## src/rtl/snake_body_arbiter.sv

```systemverilog
// Snake body queue: circular {x,y} buffer with a clear sequencer and a
// push > read arbiter. Define SNAKE_BODY_ARB_RR_EN for round-robin VGA/generator reads.
//
//   state | meaning
//   CLEAR | writing the sentinel to entry cc, one entry per cycle, no grants
//   RUN   | serving clear, push and read requests, one grant per cycle

module snake_body_arbiter #(
    parameter int MAX_SIZE = 20,
    parameter int IDX_W    = 5,
    parameter int CLR_X    = 47,
    parameter int CLR_Y    = 63
) (
    input  logic             i_Clk,
    input  logic             i_Rst,
    input  logic             i_Clr_Req,
    output logic             o_Clr_Busy,
    input  logic             i_Push_Req,
    input  logic [5:0]       i_Push_x,
    input  logic [5:0]       i_Push_y,
    output logic             o_Push_Gnt,
    input  logic             i_V_Req,
    input  logic [IDX_W-1:0] i_V_Idx,
    output logic             o_V_Gnt,
    output logic             o_V_Rvalid,
    input  logic             i_G_Req,
    input  logic [IDX_W-1:0] i_G_Idx,
    output logic             o_G_Gnt,
    output logic             o_G_Rvalid,
    output logic [5:0]       o_Rd_x,
    output logic [5:0]       o_Rd_y
);

    localparam int PTR_W = (MAX_SIZE > 1) ? $clog2(MAX_SIZE) : 1;
    localparam int SUM_W = ((PTR_W > IDX_W) ? PTR_W : IDX_W) + 1;
    localparam logic [PTR_W-1:0] LAST     = PTR_W'(MAX_SIZE - 1);
    localparam logic [11:0]      SENTINEL = {6'(CLR_X), 6'(CLR_Y)};

    typedef enum logic {CLEAR, RUN} state_t;

    state_t           r_state, w_state_nxt;
    logic [PTR_W-1:0] r_cc;
    logic [PTR_W-1:0] r_hp;
    logic [PTR_W-1:0] w_hp_dec;
    logic [11:0]      r_mem [MAX_SIZE];
    logic [11:0]      r_rd;
    logic             r_v_rvalid;
    logic             r_g_rvalid;

    logic             w_push_gnt;
    logic             w_v_gnt;
    logic             w_g_gnt;
    logic             w_wr_en;
    logic [PTR_W-1:0] w_wr_addr;
    logic [11:0]      w_wr_data;
    logic [IDX_W-1:0] w_rd_idx;
    logic [SUM_W-1:0] w_sum;
    logic [SUM_W-1:0] w_phys;
    logic [PTR_W-1:0] w_rd_addr;
    logic             w_rd_oob;

`ifdef SNAKE_BODY_ARB_RR_EN
    logic             r_last_g;
`endif

    assign w_hp_dec = (r_hp == '0) ? LAST : r_hp - PTR_W'(1);

    always_comb begin
        w_state_nxt = r_state;
        w_push_gnt  = 1'b0;
        w_v_gnt     = 1'b0;
        w_g_gnt     = 1'b0;
        w_wr_en     = 1'b0;
        w_wr_addr   = r_cc;
        w_wr_data   = SENTINEL;
        if (r_state == CLEAR) begin
            w_wr_en = 1'b1;
            if (r_cc == LAST) begin
                w_state_nxt = RUN;
            end
        end else begin
            if (i_Clr_Req) begin
                w_state_nxt = CLEAR;
            end else if (i_Push_Req) begin
                w_push_gnt = 1'b1;
                w_wr_en    = 1'b1;
                w_wr_addr  = w_hp_dec;
                w_wr_data  = {i_Push_x, i_Push_y};
            end else begin
`ifdef SNAKE_BODY_ARB_RR_EN
                // On contention the requester not served last wins.
                if (i_V_Req && i_G_Req) begin
                    w_v_gnt = r_last_g;
                    w_g_gnt = ~r_last_g;
                end else begin
                    w_v_gnt = i_V_Req;
                    w_g_gnt = i_G_Req;
                end
`else
                w_v_gnt = i_V_Req;
                w_g_gnt = i_G_Req & ~i_V_Req;
`endif
            end
        end
    end

    // Logical index is relative to the head; indices past the depth read the sentinel.
    assign w_rd_idx  = w_g_gnt ? i_G_Idx : i_V_Idx;
    assign w_sum     = SUM_W'(r_hp) + SUM_W'(w_rd_idx);
    assign w_phys    = (w_sum >= SUM_W'(MAX_SIZE)) ? (w_sum - SUM_W'(MAX_SIZE)) : w_sum;
    assign w_rd_addr = w_phys[PTR_W-1:0];
    assign w_rd_oob  = (SUM_W'(w_rd_idx) >= SUM_W'(MAX_SIZE));

    always_ff @(posedge i_Clk or negedge i_Rst) begin
        if (!i_Rst) begin
            r_state <= CLEAR;
            r_cc    <= '0;
            r_hp    <= '0;
        end else begin
            r_state <= w_state_nxt;
            if (r_state == CLEAR) begin
                if (r_cc == LAST) begin
                    r_cc <= '0;
                    r_hp <= '0;
                end else begin
                    r_cc <= r_cc + PTR_W'(1);
                end
            end else begin
                r_cc <= '0;
                if (w_push_gnt) begin
                    r_hp <= w_hp_dec;
                end
            end
        end
    end

    always_ff @(posedge i_Clk) begin
        if (w_wr_en) begin
            r_mem[w_wr_addr] <= w_wr_data;
        end
    end

    always_ff @(posedge i_Clk or negedge i_Rst) begin
        if (!i_Rst) begin
            r_rd       <= '0;
            r_v_rvalid <= 1'b0;
            r_g_rvalid <= 1'b0;
        end else begin
            r_v_rvalid <= w_v_gnt;
            r_g_rvalid <= w_g_gnt;
            if (w_v_gnt || w_g_gnt) begin
                r_rd <= w_rd_oob ? SENTINEL : r_mem[w_rd_addr];
            end
        end
    end

`ifdef SNAKE_BODY_ARB_RR_EN
    always_ff @(posedge i_Clk or negedge i_Rst) begin
        if (!i_Rst) begin
            r_last_g <= 1'b0;
        end else if (w_v_gnt) begin
            r_last_g <= 1'b0;
        end else if (w_g_gnt) begin
            r_last_g <= 1'b1;
        end
    end
`endif

    assign o_Clr_Busy = (r_state == CLEAR);
    assign o_Push_Gnt = w_push_gnt;
    assign o_V_Gnt    = w_v_gnt;
    assign o_G_Gnt    = w_g_gnt;
    assign o_V_Rvalid = r_v_rvalid;
    assign o_G_Rvalid = r_g_rvalid;
    assign o_Rd_x     = r_rd[11:6];
    assign o_Rd_y     = r_rd[5:0];

endmodule

```

## config.mk

```make
export PLATFORM = sky130hd
export DESIGN_NAME = snake_body_arbiter
export DESIGN_NICKNAME = d
export VERILOG_FILES = /design/src/rtl/snake_body_arbiter.sv
export SDC_FILE = /design/constraint.sdc
export NUM_CORES = 1
export LEC_CHECK = 0
export BUFFER_PORTS_ARGS = -buffer_cell sky130_fd_sc_hd__buf_2
export CAP_MARGIN = 20
export CORE_AREA = 2 2 148 150
export CTS_CLUSTER_SIZE = 24
export DETAILED_ROUTE_END_ITERATION = 10
export DIE_AREA = 0 0 150 152
export PLACE_DENSITY = 0.81
export SKIP_LAST_GASP = 1
export SLEW_MARGIN = 20
export SYNTH_ARGS = -nofsm -noshare
export SYNTH_HDL_FRONTEND = slang
export SYNTH_SLANG_ARGS = --single-unit
export TNS_END_PERCENT = 20
```

## constraint.sdc

```tcl
create_clock -name i_Clk -period 13 [get_ports i_Clk]
set_input_delay 0.65 -clock i_Clk [delete_from_list [all_inputs] [get_ports i_Clk]]
set_output_delay 0.65 -clock i_Clk [all_outputs]
set_load 0.01 [all_outputs]
```

==> results.rst, run 1 <==
.. list-table::
   :header-rows: 1

   * - Metric
     - Value
   * - Status
     - complete, no violations
   * - Chip height
     - about 150 um
   * - Ys async rst share
     - 9.43%
   * - Avg Inst Size Synth
     - around 18 um2
   * - Initial standard-cell utilization of the core
     - 55.6%
   * - Worst reg2reg path depth
     - 14
   * - Placed cells
     - 957
   * - Met1 Resource Use GR
     - 33.0%
   * - Sort of element at the end of the critical path
     - flop
   * - Worst path max stage delay
     - ~0.91 ns
   * - GRT Max-Usage Layer
     - met2
   * - Number of H-tree branching levels
     - 1
   * - Count of different cell masters after synthesis
     - roughly 50
   * - Setup TNS
     - 0 ns
   * - Worst Path Class, Setup
     - reg -> reg
   * - Cell class contributing the biggest share of worst-path delay
     - compound AO/OA/AOI/OAI gates
   * - Detailed-route via count
     - 6722
   * - Number of antenna violations at the first check in global routing
     - 0
   * - Final min period
     - between 5 and 6 ns
   * - ANT cells
     - 0
   * - Routed len/inst
     - 28.0 um
   * - EDFF count, synth
     - 240
   * - Power density normalized to cell area
     - 234 mW/mm2
   * - Number of global-route vias before repair
     - 6949
   * - Leakage power
     - 4.12 nW
   * - Register bit total from synthesis
     - 265
   * - Reg clk slew, reported paths
     - 0.07 ns
   * - Global-route wire length before repair
     - approximately 43 mm
   * - Top-level I/O count
     - 46
   * - Bufs on Longest Clock Path
     - 3
   * - Placement row count
     - 54
   * - First-iteration detailed-routing DRC count
     - 778
   * - Number of setup buffers added after CTS
     - 0
   * - Setup Viol. Count Final
     - 0
   * - Synthesized net count
     - 694
   * - Gates resized, CTS repair
     - 0
   * - Slowest library cell on the worst path
     - sky130_fd_sc_hd__xor2_4
   * - Total clock sinks
     - 265
   * - Hold Vio Cnt, Final
     - 0
   * - Worst Hold Class
     - in -> async
   * - Critical Path AT
     - 6.33 ns
   * - Final #Nets
     - 746
   * - Max VDD drop
     - 0.113 mV
   * - Sum of overflow across all layers after global routing
     - 0
   * - Worst-case headroom to the max-slew limit
     - 24.6%
   * - CORE AREA
     - 0.0214 mm2
   * - FF-to-FF End
     - r_rd[4]
   * - Max Cap Violations
     - 0
   * - Total Die Area
     - 0.0228 mm2
   * - Area growth from synthesis to layout
     - 12.6%
   * - Actual transition at the worst max-transition pin
     - 1.13 ns
   * - Critical register-to-register path startpoint
     - r_state
   * - Pin count of the biggest net entering global routing
     - 63
   * - Setup slack on the worst flop-to-flop path
     - 7.00 ns
   * - Proportion of synthesized chip area in sequential cells
     - 65.9%
   * - Final clock skew
     - 0.0265 ns
   * - RSZ-0062 raised after global routing
     - false
   * - CP Data Required Time
     - 13.33 ns
   * - Router iterations before antenna repair
     - 5
   * - HPWL reported at the end of detailed placement
     - about 17 mm
   * - Count of final max-slew check failures
     - 0
   * - Ratio of cells with drive above 1 in the final layout
     - 32.2%
   * - Post-route insts no fill
     - 1006
   * - Routing usage on met3
     - approximately 3.3%
   * - TritonCTS clock tree
     - yes
   * - Final routed DRC violation total
     - 0
   * - Maximum fanout count along the critical path
     - 25
   * - Master cell of the clock root buffer
     - sky130_fd_sc_hd__clkbuf_16
   * - Buffers plus inverters on the worst setup path
     - 1
   * - Total routing usage reported by global routing
     - 25.3%
   * - Buffers on Ports
     - 45
   * - Later-pin clock latency in the skew report
     - around 0.54 ns
   * - Vias per inst
     - 6.68
   * - Number of clock buffers inserted by TritonCTS
     - 26
   * - Critical Path, Cell by Cell
     - nor3b_2 > nand3b_1 > mux2_2 > ha_1 > a21oi_1 > nand2_1 > xor2_4 > inv_1 > ha_1 > a211o_1 > a32oi_2 > nand2_1 > o22ai_1 > a211oi_1
   * - Antenna-violating nets left
     - 0
   * - Category of the worst setup path launch point
     - flop
   * - Number of warnings reported in the yosys synthesis log
     - 0
   * - Gate count after technology mapping
     - between 600 and 700
   * - Number of buffers inserted by hold repair at cts
     - 0
   * - Cell area after synthesis
     - 0.0119 mm2
   * - Upper clock frequency limit
     - 0.167 GHz
   * - Horizontal die dimension
     - 150 um
   * - Period Utilization, post-route
     - 46.1%
   * - Placer Congestion
     - 0.889
   * - Met2 Usage GRT
     - 43.4%
   * - Total Wirelength
     - 28.1 mm
   * - Most used flip-flop cell after synthesis
     - sky130_fd_sc_hd__edfxtp_1
==> state kept, by name, summed over array words and instances, names as in the netlist <==
signal	count
r_state	1
r_hp	5
r_rd	12
r_mem	240
o_V_Rvalid	1
r_cc	5
o_G_Rvalid	1
==> placed cells by master, fill, tap and decap left out, types with 12 or more instances in the layout <==
| cell | n |
|---|---|
| sky130_fd_sc_hd__buf_2 | 45 |
| sky130_fd_sc_hd__buf_4 | 13 |
| sky130_fd_sc_hd__clkbuf_16 | 27 |
| sky130_fd_sc_hd__dfrtp_1 | 25 |
| sky130_fd_sc_hd__edfxtp_1 | 240 |
| sky130_fd_sc_hd__mux2_2 | 15 |
| sky130_fd_sc_hd__mux2i_1 | 49 |
| sky130_fd_sc_hd__mux4_2 | 86 |
| sky130_fd_sc_hd__nand2_1 | 32 |
| sky130_fd_sc_hd__nor2_1 | 18 |
| sky130_fd_sc_hd__nor3_1 | 12 |
| sky130_fd_sc_hd__o21ai_0 | 22 |
==> cells by family (layout without fill, tap and decap cells) <==
group | count (synthesis) | in the layout | share of synthesized area, %
compound gates | 72 | 72 | 4.17
mux | 151 | 151 | 22.0
fa+ha+maj | 12 | 12 | 1.33
flops | 265 | 265 | 65.9
simple gates | 103 | 103 | 4.08
buf+inv | 45 | 117 | 2.01
xor+xnor | 6 | 6 | 0.506
==> how the worst max path moves through the flow <==
stage / end / cells after the start / start
finish: r_rd[4] / 14 / r_state
global route: r_rd[1] / 14 / r_state
CTS: r_rd[1] / 14 / r_state
detailed placement: r_rd[4] / 15 / i_Push_Req
global placement: r_rd[4] / 15 / i_Push_Req
floorplan: r_rd[0] / 16 / i_Push_Req
==> stage by stage <==
stage	area (um2)	hold slack (ns)	worst slack (ns)	total power, mW	util (%)
finish	13400	0.151	7.00	3.13	62.7
global route	13400	0.193	6.71	3.25	62.7
CTS	13400	0.151	7.15	3.13	62.5
detailed placement	12400	0.522	6.96	2.28	58.0
global placement	12400	0.505	7.24	2.23	57.9
floorplan	11900	0.354	8.62	2.00	-
==> power by group <==
part           leakage [nW]  internal, mW  switching (mW)
registers              2.08          1.04          0.0555
clock network         0.465         0.525           0.315
logic                  1.57         0.529           0.672
==> cells in the mapped netlist (all sizes together) (2+ instances only) <==
cell,count,area [um2]
dfrtp,25,626
buf,29,179
nand2b,2,12.5
inv,11,41.3
nand2,32,120
clkbuf,5,18.8
mux2i,49,490
nand3b,4,30.0
or2,11,68.8
edfxtp,240,7210
mux4,86,1940
nor2,29,111
a211oi,11,82.6
o22ai,11,68.8
nor3,12,60.1
nand3,5,25.0
ha,11,138
o31ai,3,32.5
nor2b,3,18.8
and2,2,12.5
xnor2,2,17.5
o21ai,22,110
a21o,5,37.5
xor2,4,42.6
mux2,16,184
a21oi,9,56.3
==> cell type report <==
| cell class | count | area (um2) |
|---|---|---|
| Fill cell | 1388 | 7970 |
| Sequential cell | 265 | 7830 |
| Multi-Input combinational cell | 344 | 3860 |
| Clock buffer | 32 | 704 |
| Tap cell | 280 | 350 |
| Timing Repair Buffer | 58 | 323 |
| Clock inverter | 16 | 264 |
| Inverter | 11 | 41.3 |
==> metal layers <==
metal | vias up | part of all wire, %
li1 | 2770 | -
met1 | 3478 | 36
met2 | 396 | 52
met3 | 78 | 7.9
met4 | 0 | 4.0
met5 | - | 0
Power figures use the tool's default switching activity.
==> run 2, diff against run 1 <==
- ABC_AREA: default -> 1
- CORE_AREA: 2 2 148 150 -> 2 2 145 147
- DIE_AREA: 0 0 150 152 -> 0 0 147 149
- PLACE_DENSITY: 0.81 -> 0.82
- clock period: 13 -> 6.05 ns (I/O delays scaled with it)
==> run 2 against run 1 <==
Synthesized area shrank 3.8%. Fmax grew 48%. Flip-flop and latch count is the same. Die area shrank 3.9%. Critical path depth grew 5. Global-route usage shrank 0.33 points. Routed wire length shrank 4.4%. Sequential share of layout area grew 3.1 points. Largest cell class unchanged.
==> results.rst, run 2 <==
.. list-table::
   :header-rows: 1

   * - Metric
     - Value
   * - CP Data Required Time
     - 6.50 ns (-6.83 ns)
   * - Worst-case headroom to the max-slew limit
     - 25.4% (+0.80 points)
   * - Portion of total power attributed to combinational logic
     - 42.5% (+4.2 points)
   * - Proportion of synthesized area in mux cells
     - 0% (-22 points)
   * - Slowest library cell on the worst path
     - sky130_fd_sc_hd__inv_2
   * - CORE AREA
     - 0.0206 mm2 (-3.7%)
   * - Final min period
     - 4.04 ns (-1.96 ns)
   * - Top-level I/O count
     - 46 (unchanged)
   * - Vias per inst
     - 5.97 (-11%)
   * - Worst Path Class, Setup
     - reg -> reg
   * - Number of H-tree branching levels
     - 1 (unchanged)
   * - Number of clock buffers inserted by TritonCTS
     - 26 (unchanged)
   * - EDFF count, synth
     - 240 (unchanged)
   * - Proportion of synthesized chip area in sequential cells
     - 68.6% (+2.6 points)
   * - Post-synthesis share of cell area spent on full adders, half adders and majority gates
     - 1.38% (+0.053 points)
   * - ANT cells
     - 0 (unchanged)
   * - Count of different cell masters after synthesis
     - 35 (-29%)
   * - TritonCTS clock tree
     - yes
   * - Ratio of cells with drive above 1 in the final layout
     - 14.2% (-18 points)
   * - Synth area leaders
     - sky130_fd_sc_hd__edfxtp_1, sky130_fd_sc_hd__nand2_1, sky130_fd_sc_hd__dfrtp_1, sky130_fd_sc_hd__nor2_1, sky130_fd_sc_hd__o21ai_0
   * - Synthesized-area fraction occupied by ao, oa, aoi and oai cells
     - 10.0% (+5.8 points)
   * - Critical Path, Cell by Cell
     - inv_2 > nor2_4 > nand2_2 > inv_2 > nand2_1 > nand2_1 > ha_4 > fa_1 > inv_2 > nand3_1 > nand2_1 > nand3_4 > nand3_2 > nand2_2 > nand2_1 > nand3_1 > nand2_1 > nand2_1 > a21oi_1
   * - Switching share of total power
     - 41.2% (+8.0 points)
   * - Synth Area in Simple Gates
     - 14.6% (+11 points)
   * - Final #Nets
     - 1058 (+42%)
   * - Global-route wire length before repair
     - 42.2 mm (-1.0%)
   * - Max Cap Violations
     - 0 (unchanged)
   * - Most common library cells after synthesis
     - sky130_fd_sc_hd__edfxtp_1, sky130_fd_sc_hd__nand2_1, sky130_fd_sc_hd__nor2_1, sky130_fd_sc_hd__o21ai_0, sky130_fd_sc_hd__nand3_1
   * - Leading cell types in the layout, fill and taps excluded
     - sky130_fd_sc_hd__edfxtp_1, sky130_fd_sc_hd__nand2_1, sky130_fd_sc_hd__nor2_1
   * - Routed len/inst
     - 20.5 um (-27%)
   * - Largest family of logic cells by synthesized area
     - simple AND/OR/NAND/NOR gates
   * - Total clock sinks
     - 265 (unchanged)
   * - Placed cells
     - 1263 (+32%)
   * - Final routed DRC violation total
     - 0 (unchanged)
   * - Setup Viol. Count Final
     - 0 (unchanged)
   * - Most common cell after layout, fill and taps aside
     - sky130_fd_sc_hd__edfxtp_1
   * - Critical Path AT
     - 4.49 ns (-1.84 ns)
   * - Worst path max stage delay
     - 0.69 ns (-0.22 ns)
   * - Buffers on Ports
     - 45 (unchanged)
   * - Chip height
     - 149 um (-2.0%)
   * - Category of the worst setup path launch point
     - flop
   * - Router iterations before antenna repair
     - 6 (+1)
   * - Detailed-route via count
     - 7823 (+16%)
   * - Cell type contributing the most total cell area after synthesis
     - sky130_fd_sc_hd__edfxtp_1
   * - Number of warnings reported in the yosys synthesis log
     - 0 (unchanged)
   * - Leakage power
     - 4.38 nW (+6.5%)
   * - Ys async rst share
     - 9.43% (unchanged)
   * - Worst Hold Class
     - in -> reg
   * - First-iteration detailed-routing DRC count
     - 954 (+23%)
   * - Largest reg by FF count
     - r_mem
   * - Number of fill cells
     - 1522 (+9.7%)
   * - Top Registers
     - r_mem x240, r_rd x12
   * - Maximum fanout count along the critical path
     - 51 (+100%)
   * - Total Wirelength
     - 26.9 mm (-4.4%)
   * - Status
     - complete, no violations
   * - Number of setup buffers added after CTS
     - 0 (unchanged)
   * - Synthesized net count
     - 1031 (+49%)
   * - Bufs on Longest Clock Path
     - 3 (unchanged)
   * - Largest register FFs
     - 240 (unchanged)
   * - Power density normalized to cell area
     - 531 mW/mm2 (+130%)
   * - Sum of overflow across all layers after global routing
     - 0 (unchanged)
   * - RSZ-0062 raised after global routing
     - false
   * - Cell repeated most along the worst path
     - sky130_fd_sc_hd__nand2_1
   * - Post-route insts no fill
     - 1310 (+30%)
   * - Cell area after synthesis
     - 0.0114 mm2 (-3.8%)
   * - Xor/xnor share of the synthesized area
     - 0.668% (+0.16 points)
   * - Most used flip-flop cell after synthesis
     - sky130_fd_sc_hd__edfxtp_1
   * - Hold Vio Cnt, Final
     - 0 (unchanged)
   * - Number of global-route vias before repair
     - 7566 (+8.9%)
   * - Reg clk slew, reported paths
     - 0.07 ns (about the same)
   * - Antenna-violating nets left
     - 0 (unchanged)
   * - Actual transition at the worst max-transition pin
     - 1.11 ns (-0.0144 ns)
   * - Sort of element at the end of the critical path
     - flop
   * - Number of antenna violations at the first check in global routing
     - 0 (unchanged)
   * - Horizontal die dimension
     - 147 um (-2.0%)
   * - Sw Pwr
     - 2.78 mW (+170%)
   * - Initial standard-cell utilization of the core
     - 55.6% (-0.062 points)
   * - Gates resized, CTS repair
     - 0 (unchanged)
   * - Most frequent cell after synthesis
     - sky130_fd_sc_hd__edfxtp_1
   * - Count of final max-slew check failures
     - 0 (unchanged)
   * - Top cell type's share of synthesized area
     - 63.1% (+2.4 points)
   * - Placer Congestion
     - 0.955 (+7.4%)
   * - Total routing usage reported by global routing
     - 24.9% (-0.33 points)
   * - Placement row count
     - 53 (-1.9%)
   * - Final clock skew
     - 0.0285 ns (+0.00194 ns)
   * - HPWL reported at the end of detailed placement
     - 15.9 mm (-8.4%)
   * - Clock power frac
     - 23.7% (-3.1 points)
   * - Total Die Area
     - 0.0219 mm2 (-3.9%)
   * - Master cell of the clock root buffer
     - sky130_fd_sc_hd__clkbuf_16
   * - Area growth from synthesis to layout
     - 11.3%
   * - Period Utilization, post-route
     - 66.8% (+21 points)
   * - Sequential share of power
     - 33.8% (-1.1 points)
   * - Register bit total from synthesis
     - 265 (unchanged)
   * - Max VDD drop
     - 0.331 mV (+190%)
   * - Upper clock frequency limit
     - 0.247 GHz (+48%)
   * - Gate count after technology mapping
     - 991 (+52%)
   * - Later-pin clock latency in the skew report
     - 0.53 ns (about the same)
   * - Cell Int Power
     - 3.97 mW (+90%)
   * - Setup TNS
     - 0 ns (unchanged)
   * - Pin count of the biggest net entering global routing
     - 121 (+92%)
   * - Avg Inst Size Synth
     - 11.5 um2 (-37%)
==> run 2: cell types whose count changed after synthesis, sizes merged, moves of 11 or more <==
cell | before | now
mux2 | 16 | 0
clkbuf | 5 | 18
nor2 | 29 | 115
nand2 | 32 | 178
o22ai | 11 | 37
nand3 | 5 | 77
o21ai | 22 | 83
a211oi | 11 | 0
mux2i | 49 | 0
a21oi | 9 | 51
nor3 | 12 | 0
mux4 | 86 | 0
inv | 11 | 76
a32o | 0 | 23
==> run 2: power by group through the flow <==
stage                     Combinational, mW  Clock (mW)  Sequential (mW)
after global placement                 2.67           0             2.31
after detailed placement               2.74           0             2.32
final                                  2.87        1.60             2.28
after global routing                   3.13        1.69             2.29
after floorplan                        2.06           0             2.30
after CTS                              2.78        1.61             2.28
==> run 2: metal layers <==
layer / global-route usage, % / wire, um / part of all wire [%] / vias up
met1: 34.3 / 10700 / 40 / 3722
met4: 10.6 / 1210 / 4.5 / 0
met3: 3.85 / 2530 / 9.4 / 93
li1: - / - / - / 3546
met5: 0 / 0 / 0 / -
met2: 40.2 / 12500 / 46 / 462
==> run 2: stage by stage <==
stage	cell area [um2]	hold WS (ns)	worst slack (ns)	power [mW]	util, %
2_1_floorplan	11400	0.00691	2.96	4.36	-
3_3_place_gp	11800	0.351	2.15	4.98	57.4
3_5_place_dp	11800	0.351	2.03	5.06	57.5
4_1_cts	12700	0.0660	2.08	6.67	61.6
5_1_grt	12700	0.0839	1.61	7.11	61.9
6_report	12700	0.0721	2.01	6.75	61.9
==> run 2: kinds of logic (layout without fill, tap and decap cells) <==
kind of cell    after synthesis  in the layout
compound gates              194            194
xor+xnor                      7              7
fa+ha+maj                    12             12
buf+inv                     129            173
flops                       265            265
simple gates                384            384
==> run 2: final timing paths <==
check	start	endpoint	slack [ns]	cells after the start
max	r_state	r_rd[4]	2.01	19
min	i_V_Req	o_V_Rvalid	0.07	3
max reg2reg	r_state	r_rd[4]	2.01	19
min reg2reg	r_cc[0]	r_cc[0]	0.49	1
max in group asynchronous	i_Rst	r_rd[6]	5.29	2
min in group asynchronous	i_Rst	o_G_Rvalid	0.33	2
==> run 2: worst max-delay path: cells and delay by family, from the launching register on <==
| kind | cells | cell delay (ns) |
|---|---|---|
| DFF | 1 | 0.41 |
| buffers and inverters | 3 | 0.93 |
| adders and majority gates | 2 | 0.60 |
| and+or+nand+nor | 13 | 1.85 |
| AOI/OAI and AO/OA | 1 | 0.16 |
==> run 2: final cells by class <==
| cell class | instances | area, um2 | share of cell area [%] |
|---|---|---|---|
| Tap cell | 275 | 344 | 2.71 |
| Inverter | 76 | 287 | 2.25 |
| Clock buffer | 29 | 662 | 5.20 |
| Timing Repair Buffer | 52 | 297 | 2.33 |
| Multi-Input combinational cell | 597 | 3110 | 24.5 |
| Clock inverter | 16 | 185 | 1.46 |
| Sequential cell | 265 | 7830 | 61.6 |
==> run 2: timing repair <==
action / CTS / global route
endpoints found under the setup margin: 0 / 0
endpoints found under the hold margin: 25 / 0
hold buffers: 1 / 0
